[config.mk]
export PLATFORM = sky130hd
export DESIGN_NAME = alu_arbiter_flat
export DESIGN_NICKNAME = d
export VERILOG_FILES = /design/src/rtl/alu_arbiter_if.sv /design/src/rtl/alu_arbiter.sv /design/src/flat_wrapper.sv
export SDC_FILE = /design/constraint.sdc
export NUM_CORES = 1
export LEC_CHECK = 0
export ABC_AREA = 1
export CAP_MARGIN = 20
export CELL_PAD_IN_SITES_DETAIL_PLACEMENT = 1
export CELL_PAD_IN_SITES_GLOBAL_PLACEMENT = 1
export CORE_MARGIN = 2
export CORE_UTILIZATION = 25
export CTS_BUF_LIST = sky130_fd_sc_hd__clkbuf_4
export DETAILED_ROUTE_END_ITERATION = 16
export PLACE_DENSITY = 0.83
export SLEW_MARGIN = 25
export SYNTH_ARGS = -nofsm -noshare
export SYNTH_HDL_FRONTEND = slang
export SYNTH_SLANG_ARGS = --single-unit
[constraint.sdc]
create_clock -name clk -period 1.6 [get_ports clk]
set_input_delay 0.16 -clock clk [delete_from_list [all_inputs] [get_ports clk]]
set_output_delay 0.16 -clock clk [all_outputs]
set_load 0.02 [all_outputs]
[src/rtl/alu_arbiter_if.sv]
// Bundle of request, response and shared-ALU signals for the two-requester ALU arbiter.
// The slave modport is the arbiter's view; master is the view of everything around it.
interface alu_arbiter_if #(
    parameter int XLEN = 32
);
    logic [1:0]        req_valid;
    logic [1:0]        req_ready;
    logic [2*XLEN-1:0] req_rs1;
    logic [2*XLEN-1:0] req_rs2;
    logic [5:0]        req_funct3;
    logic [13:0]       req_funct7;
    logic [1:0]        resp_valid;
    logic [1:0]        resp_ready;
    logic [XLEN-1:0]   resp_rd;
    logic              resp_z;
    logic [XLEN-1:0]   alu_rs1;
    logic [XLEN-1:0]   alu_rs2;
    logic [2:0]        alu_funct3;
    logic [6:0]        alu_funct7;
    logic [XLEN-1:0]   alu_rd;
    logic              alu_z;

    modport slave (
        input  req_valid, req_rs1, req_rs2, req_funct3, req_funct7, resp_ready, alu_rd, alu_z,
        output req_ready, resp_valid, resp_rd, resp_z, alu_rs1, alu_rs2, alu_funct3, alu_funct7
    );

    modport master (
        output req_valid, req_rs1, req_rs2, req_funct3, req_funct7, resp_ready, alu_rd, alu_z,
        input  req_ready, resp_valid, resp_rd, resp_z, alu_rs1, alu_rs2, alu_funct3, alu_funct7
    );
endinterface

[src/rtl/alu_arbiter.sv]
// Two-requester round-robin arbiter in front of a shared ALU with fixed latency ALU_LAT.
// One transaction in flight: IDLE grants and latches, EXEC waits out the ALU, RESP holds
// the captured result until the owner accepts it.
module alu_arbiter #(
    parameter int XLEN    = 32,
    parameter int ALU_LAT = 1
) (
    input  logic          clk,
    input  logic          rst,
    alu_arbiter_if.slave  bus
);
    localparam int CW = $clog2(ALU_LAT + 1);
    localparam logic [CW-1:0] LAT_LAST = CW'(ALU_LAT - 1);

    typedef enum logic [1:0] {IDLE, EXEC, RESP} state_t;

    state_t            state_reg, state_next;
    logic [CW-1:0]     cnt_reg, cnt_next;
    logic              last_reg;
    logic              owner_reg;
    logic [XLEN-1:0]   rs1_reg, rs2_reg, rd_reg;
    logic [2:0]        f3_reg;
    logic [6:0]        f7_reg;
    logic              z_reg;

    logic              grant;
    logic              accept;
    logic              capture;
    logic [1:0]        req_ready;
    logic [1:0]        resp_valid;

    // Per-requester views of the packed request buses
    logic [XLEN-1:0]   rs1_sl [2];
    logic [XLEN-1:0]   rs2_sl [2];
    logic [2:0]        f3_sl  [2];
    logic [6:0]        f7_sl  [2];

    for (genvar gi = 0; gi < 2; gi++) begin : g_slice
        assign rs1_sl[gi] = bus.req_rs1[gi*XLEN +: XLEN];
        assign rs2_sl[gi] = bus.req_rs2[gi*XLEN +: XLEN];
        assign f3_sl[gi]  = bus.req_funct3[gi*3 +: 3];
        assign f7_sl[gi]  = bus.req_funct7[gi*7 +: 7];
    end

    // Next-state, grant selection and handshake outputs
    always_comb begin
        state_next = state_reg;
        cnt_next   = cnt_reg;
        grant      = 1'b0;
        accept     = 1'b0;
        capture    = 1'b0;
        req_ready  = 2'b00;
        resp_valid = 2'b00;
        case (state_reg)
            IDLE: begin
                // A tie goes to whoever was not granted last; reset also blocks acceptance
                if (!rst && (bus.req_valid != 2'b00)) begin
                    grant      = (bus.req_valid == 2'b11) ? ~last_reg : ~bus.req_valid[0];
                    req_ready  = grant ? 2'b10 : 2'b01;
                    accept     = 1'b1;
                    cnt_next   = '0;
                    state_next = EXEC;
                end
            end
            EXEC: begin
                // Counter stops at the last EXEC cycle, so it can never wrap
                if (cnt_reg == LAT_LAST) begin
                    capture    = 1'b1;
                    state_next = RESP;
                end else begin
                    cnt_next = cnt_reg + 1'b1;
                end
            end
            RESP: begin
                resp_valid = owner_reg ? 2'b10 : 2'b01;
                if (bus.resp_ready[owner_reg]) begin
                    state_next = IDLE;
                end
            end
            default: state_next = IDLE;
        endcase
    end

    // State, arbitration history, operand latches and result capture
    always_ff @(posedge clk) begin
        if (rst) begin
            state_reg <= IDLE;
            cnt_reg   <= '0;
            last_reg  <= 1'b1;
            owner_reg <= 1'b0;
            rs1_reg   <= '0;
            rs2_reg   <= '0;
            f3_reg    <= '0;
            f7_reg    <= '0;
            rd_reg    <= '0;
            z_reg     <= 1'b0;
        end else begin
            state_reg <= state_next;
            cnt_reg   <= cnt_next;
            if (accept) begin
                last_reg  <= grant;
                owner_reg <= grant;
                rs1_reg   <= rs1_sl[grant];
                rs2_reg   <= rs2_sl[grant];
                f3_reg    <= f3_sl[grant];
                f7_reg    <= f7_sl[grant];
            end
            if (capture) begin
                rd_reg <= bus.alu_rd;
                z_reg  <= bus.alu_z;
            end
        end
    end

    assign bus.req_ready  = req_ready;
    assign bus.resp_valid = resp_valid;
    assign bus.resp_rd    = rd_reg;
    assign bus.resp_z     = z_reg;
    assign bus.alu_rs1    = rs1_reg;
    assign bus.alu_rs2    = rs2_reg;
    assign bus.alu_funct3 = f3_reg;
    assign bus.alu_funct7 = f7_reg;
endmodule

[src/flat_wrapper.sv]
// flat-port wrapper written by rule: the top's interface ports become plain ports
module alu_arbiter_flat 
#(
    parameter int XLEN    = 32,
    parameter int ALU_LAT = 1
)
  (clk, rst, bus_req_valid, bus_req_rs1, bus_req_rs2, bus_req_funct3, bus_req_funct7, bus_resp_ready, bus_alu_rd, bus_alu_z, bus_req_ready, bus_resp_valid, bus_resp_rd, bus_resp_z, bus_alu_rs1, bus_alu_rs2, bus_alu_funct3, bus_alu_funct7);
  alu_arbiter_if #(.XLEN(XLEN)) bus_i ();
  input  logic clk;
  input  logic rst;
  input wire logic [$bits(bus_i.req_valid)-1:0] bus_req_valid;
  input wire logic [$bits(bus_i.req_rs1)-1:0] bus_req_rs1;
  input wire logic [$bits(bus_i.req_rs2)-1:0] bus_req_rs2;
  input wire logic [$bits(bus_i.req_funct3)-1:0] bus_req_funct3;
  input wire logic [$bits(bus_i.req_funct7)-1:0] bus_req_funct7;
  input wire logic [$bits(bus_i.resp_ready)-1:0] bus_resp_ready;
  input wire logic [$bits(bus_i.alu_rd)-1:0] bus_alu_rd;
  input wire logic [$bits(bus_i.alu_z)-1:0] bus_alu_z;
  output wire logic [$bits(bus_i.req_ready)-1:0] bus_req_ready;
  output wire logic [$bits(bus_i.resp_valid)-1:0] bus_resp_valid;
  output wire logic [$bits(bus_i.resp_rd)-1:0] bus_resp_rd;
  output wire logic [$bits(bus_i.resp_z)-1:0] bus_resp_z;
  output wire logic [$bits(bus_i.alu_rs1)-1:0] bus_alu_rs1;
  output wire logic [$bits(bus_i.alu_rs2)-1:0] bus_alu_rs2;
  output wire logic [$bits(bus_i.alu_funct3)-1:0] bus_alu_funct3;
  output wire logic [$bits(bus_i.alu_funct7)-1:0] bus_alu_funct7;
  assign bus_i.req_valid = bus_req_valid;
  assign bus_i.req_rs1 = bus_req_rs1;
  assign bus_i.req_rs2 = bus_req_rs2;
  assign bus_i.req_funct3 = bus_req_funct3;
  assign bus_i.req_funct7 = bus_req_funct7;
  assign bus_i.resp_ready = bus_resp_ready;
  assign bus_i.alu_rd = bus_alu_rd;
  assign bus_i.alu_z = bus_alu_z;
  assign bus_req_ready = bus_i.req_ready;
  assign bus_resp_valid = bus_i.resp_valid;
  assign bus_resp_rd = bus_i.resp_rd;
  assign bus_resp_z = bus_i.resp_z;
  assign bus_alu_rs1 = bus_i.alu_rs1;
  assign bus_alu_rs2 = bus_i.alu_rs2;
  assign bus_alu_funct3 = bus_i.alu_funct3;
  assign bus_alu_funct7 = bus_i.alu_funct7;
  alu_arbiter #(.XLEN(XLEN), .ALU_LAT(ALU_LAT)) u_core (.clk(clk), .rst(rst), .bus(bus_i));
endmodule
==> results.cfg <==
[clock_network]
clock-sinks = 111
tritoncts = done
htree_levels = 3
clockBufferDepth = 2
insertion_delay_ps = 470
cts_made_buffers = 9
clkSlewWorstSetupHoldPaths_ps = 170
root_buffer = clkbuf_4

[global_route]
grt_overflow = 0
grt_pass1_vias = 5949
grt_antenna_before_repair = 2
grt_pass1_wl_mm = 30.5
grt_max_degree = 51
track_usage_pct = 18.8

[yosys]
synth_area_per_cell_um2 = 6.99
synth_top_area_share_pct = 45.4
synth_area_leaders = dfxtp_1, nand2_1, inv_1, o211ai_1, nor2_1
synth_nets = 887
synth_area_leader_cell = dfxtp_1
yosysUniqueCellTypes = 20
ys_seq_elements = 111
synthesis.area_mm2 = 0.00489
ys_seq_area_share_pct = 45.4
synth_cells = 700
yosys_warnings = 0

[die]
die_y_um = 144
coreArea_mm2 = 0.0193
num_rows = 51
start_util_pct = 25.3
die_width_um = 144
ioPinCount = 298
dieArea_mm2 = 0.0207

[sta]
clock.fmax_mhz = 631
hold_violations = 0
rsz0062_at_grt = yes
min_period_ps = 1580
post-route-period-util_pct = 99.0
finalClockSkew_ps = 14.0
max_slew_margin_pct = 65.1
maxSlewViolCount = 0
setup_viol = 0
worst_slew_pin_slew_ps = 523

[status]
status = finished clean

[setup_path]
crit_fanout = 4
critPathSlowestCell = dfxtp_2
cp-end-kind = output pin
cp_cell_sequence = nor2_4 -> nand3_4 -> inv_2 -> nand2_2 -> inv_2 -> buf_6
cp.required_ps = 1440
worst_setup_path_start_kind = register
timing.critical_path.mode_cell = inv_2
crit_type = register to output pin
crit_start = u_core.state_reg[1]$_SDFFE_PP0P_
r2r_start = u_core.last_reg$_SDFFE_PP1P_
max_stage_delay_ps = 370
arrival_ps = 1420

[detailed_routing]
drt_iter0_drc = 241
via_per_inst = 4.56
routedWlPerCell_um = 15.9
wirelength_mm = 19.9
drc = 0
drtPass1Iterations = 4
ant_nets = 0
vias = 5722

[cells_and_area]
regArea_mm2 = 0.00222
utilization_pct = 42.9
fin_nets = 1172
nFillCells = 2433
multiInputGateArea_mm2 = 0.00212
syn2layout_area_growth_pct = 69.8
design_area_mm2 = 0.00830
stdcell_count = 1255
drive_gt1_share_pct = 6.47

[power]
ir_drop_mv = 0.420
power.total_w = 0.00664
power.leakage_nw = 4.09
power.density_mw_per_mm2 = 799

[worst_hold_path]
hp-class = primary input to register
holdCritStartpoint = bus_alu_rd[26]

[place]
post_dp_cell_area_mm2 = 0.00823
port_buffers = 297
dp_cells = 1235
gp_congestion = 0.819
dp_hpwl_mm = 14.4

[flow_run]
maxCapViolations = 0
-- cell usage after synthesis, drive strengths merged --
cell type and instances:
nand3 39, a21oi 37, buf 38, nand4 38
nor2 74, o21ai 33, clkbuf 16, o211ai 37
a211oi 1, nor3 2, inv 83, dfxtp 111
nand2 191
-- layout make-up --
type / count / share of cell area (%)
clock inverter: 3 / 0.542
inverter: 83 / 3.75
multi-input combinational: 452 / 25.5
timing repair buffer: 328 / 38.3
clock buffer: 12 / 1.08
antenna: 1 / 0.0301
sequential: 111 / 26.8
tap: 265 / 3.99
-- cells in the final DEF, fill, tap and decap left out, types with 4 or more instances in the layout --
cell / instances
a21oi_1: 37
buf_12: 7
buf_4: 22
buf_6: 4
clkbuf_4: 12
clkdlybuf4s50_1: 186
dfxtp_1: 109
dlygate4sd2_1: 107
inv_1: 79
inv_2: 4
nand2_1: 188
nand3_1: 38
nand4_1: 38
nor2_1: 70
o211ai_1: 37
o21ai_0: 33
-- per-stage QoR --
stage	setup slack (ps)	hold slack [ps]	TNS (ps)
2_1_floorplan	361	295	0
6_report	15.5	247	0
4_1_cts	-45.4	191	-49.5
5_1_grt	-138	192	-211
3_3_place_gp	-240	452	-11060
3_5_place_dp	-281	458	-14190
-- worst paths after layout --
| check | cells after the start | slack, ps | to |
|---|---|---|---|
| worst max-delay path | 6 | 20 | bus_req_ready[1] |
| worst min-delay path | 3 | 250 | u_core.bus.resp_rd[26]$_SDFFE_PP0N_ |
| worst max register to register | 8 | 140 | u_core.bus.alu_rs2[10]$_SDFFE_PP0P_ |
| worst min register to register | 2 | 470 | u_core.bus.alu_rs2[11]$_SDFFE_PP0P_ |
-- worst max-delay path, delay by kind of cell (launching register included) --
kind	cells	cell delay [ps]
buf+inv	3	240
flops	1	370
simple gates	3	350
-- per-layer routing --
metal | track usage [%] | up-vias | wire length [µm]
met5 | 0 | - | 10
met4 | 7.84 | 2 | 645
met3 | 6.43 | 43 | 1490
met2 | 32.5 | 178 | 9600
met1 | 21.2 | 2686 | 8170
li1 | - | 2813 | -
-- logic make-up after synthesis --
logic type             share of synthesized area, %
DFF                                            45.4
and+or+nand+nor                                29.9
AOI/OAI and AO/OA                              13.0
buffers and inverters                          11.7
-- where the power goes --
part | leakage, nW | switching (W) | total (W) | internal (W)
Sequential | 0.911 | 0.000112 | 0.00311 | 0.00300
Combinational | 3.11 | 0.00110 | 0.00206 | 0.000961
Clock | 0.0696 | 0.000941 | 0.00146 | 0.000523
Total | 4.09 | 0.00215 | 0.00664 | 0.00449
-- what timing repair did --
action | 4_1_cts | 5_1_grt
setup endpoints to repair | 111 | 48
resized for setup | 131 | 7
pin swaps | 2 | 3
cloned | 0 | 1
hold endpoints to repair | 0 | 0
hold buffers | 0 | 0
setup buffers | 1 | 2
Power figures use the tool's default switching activity.
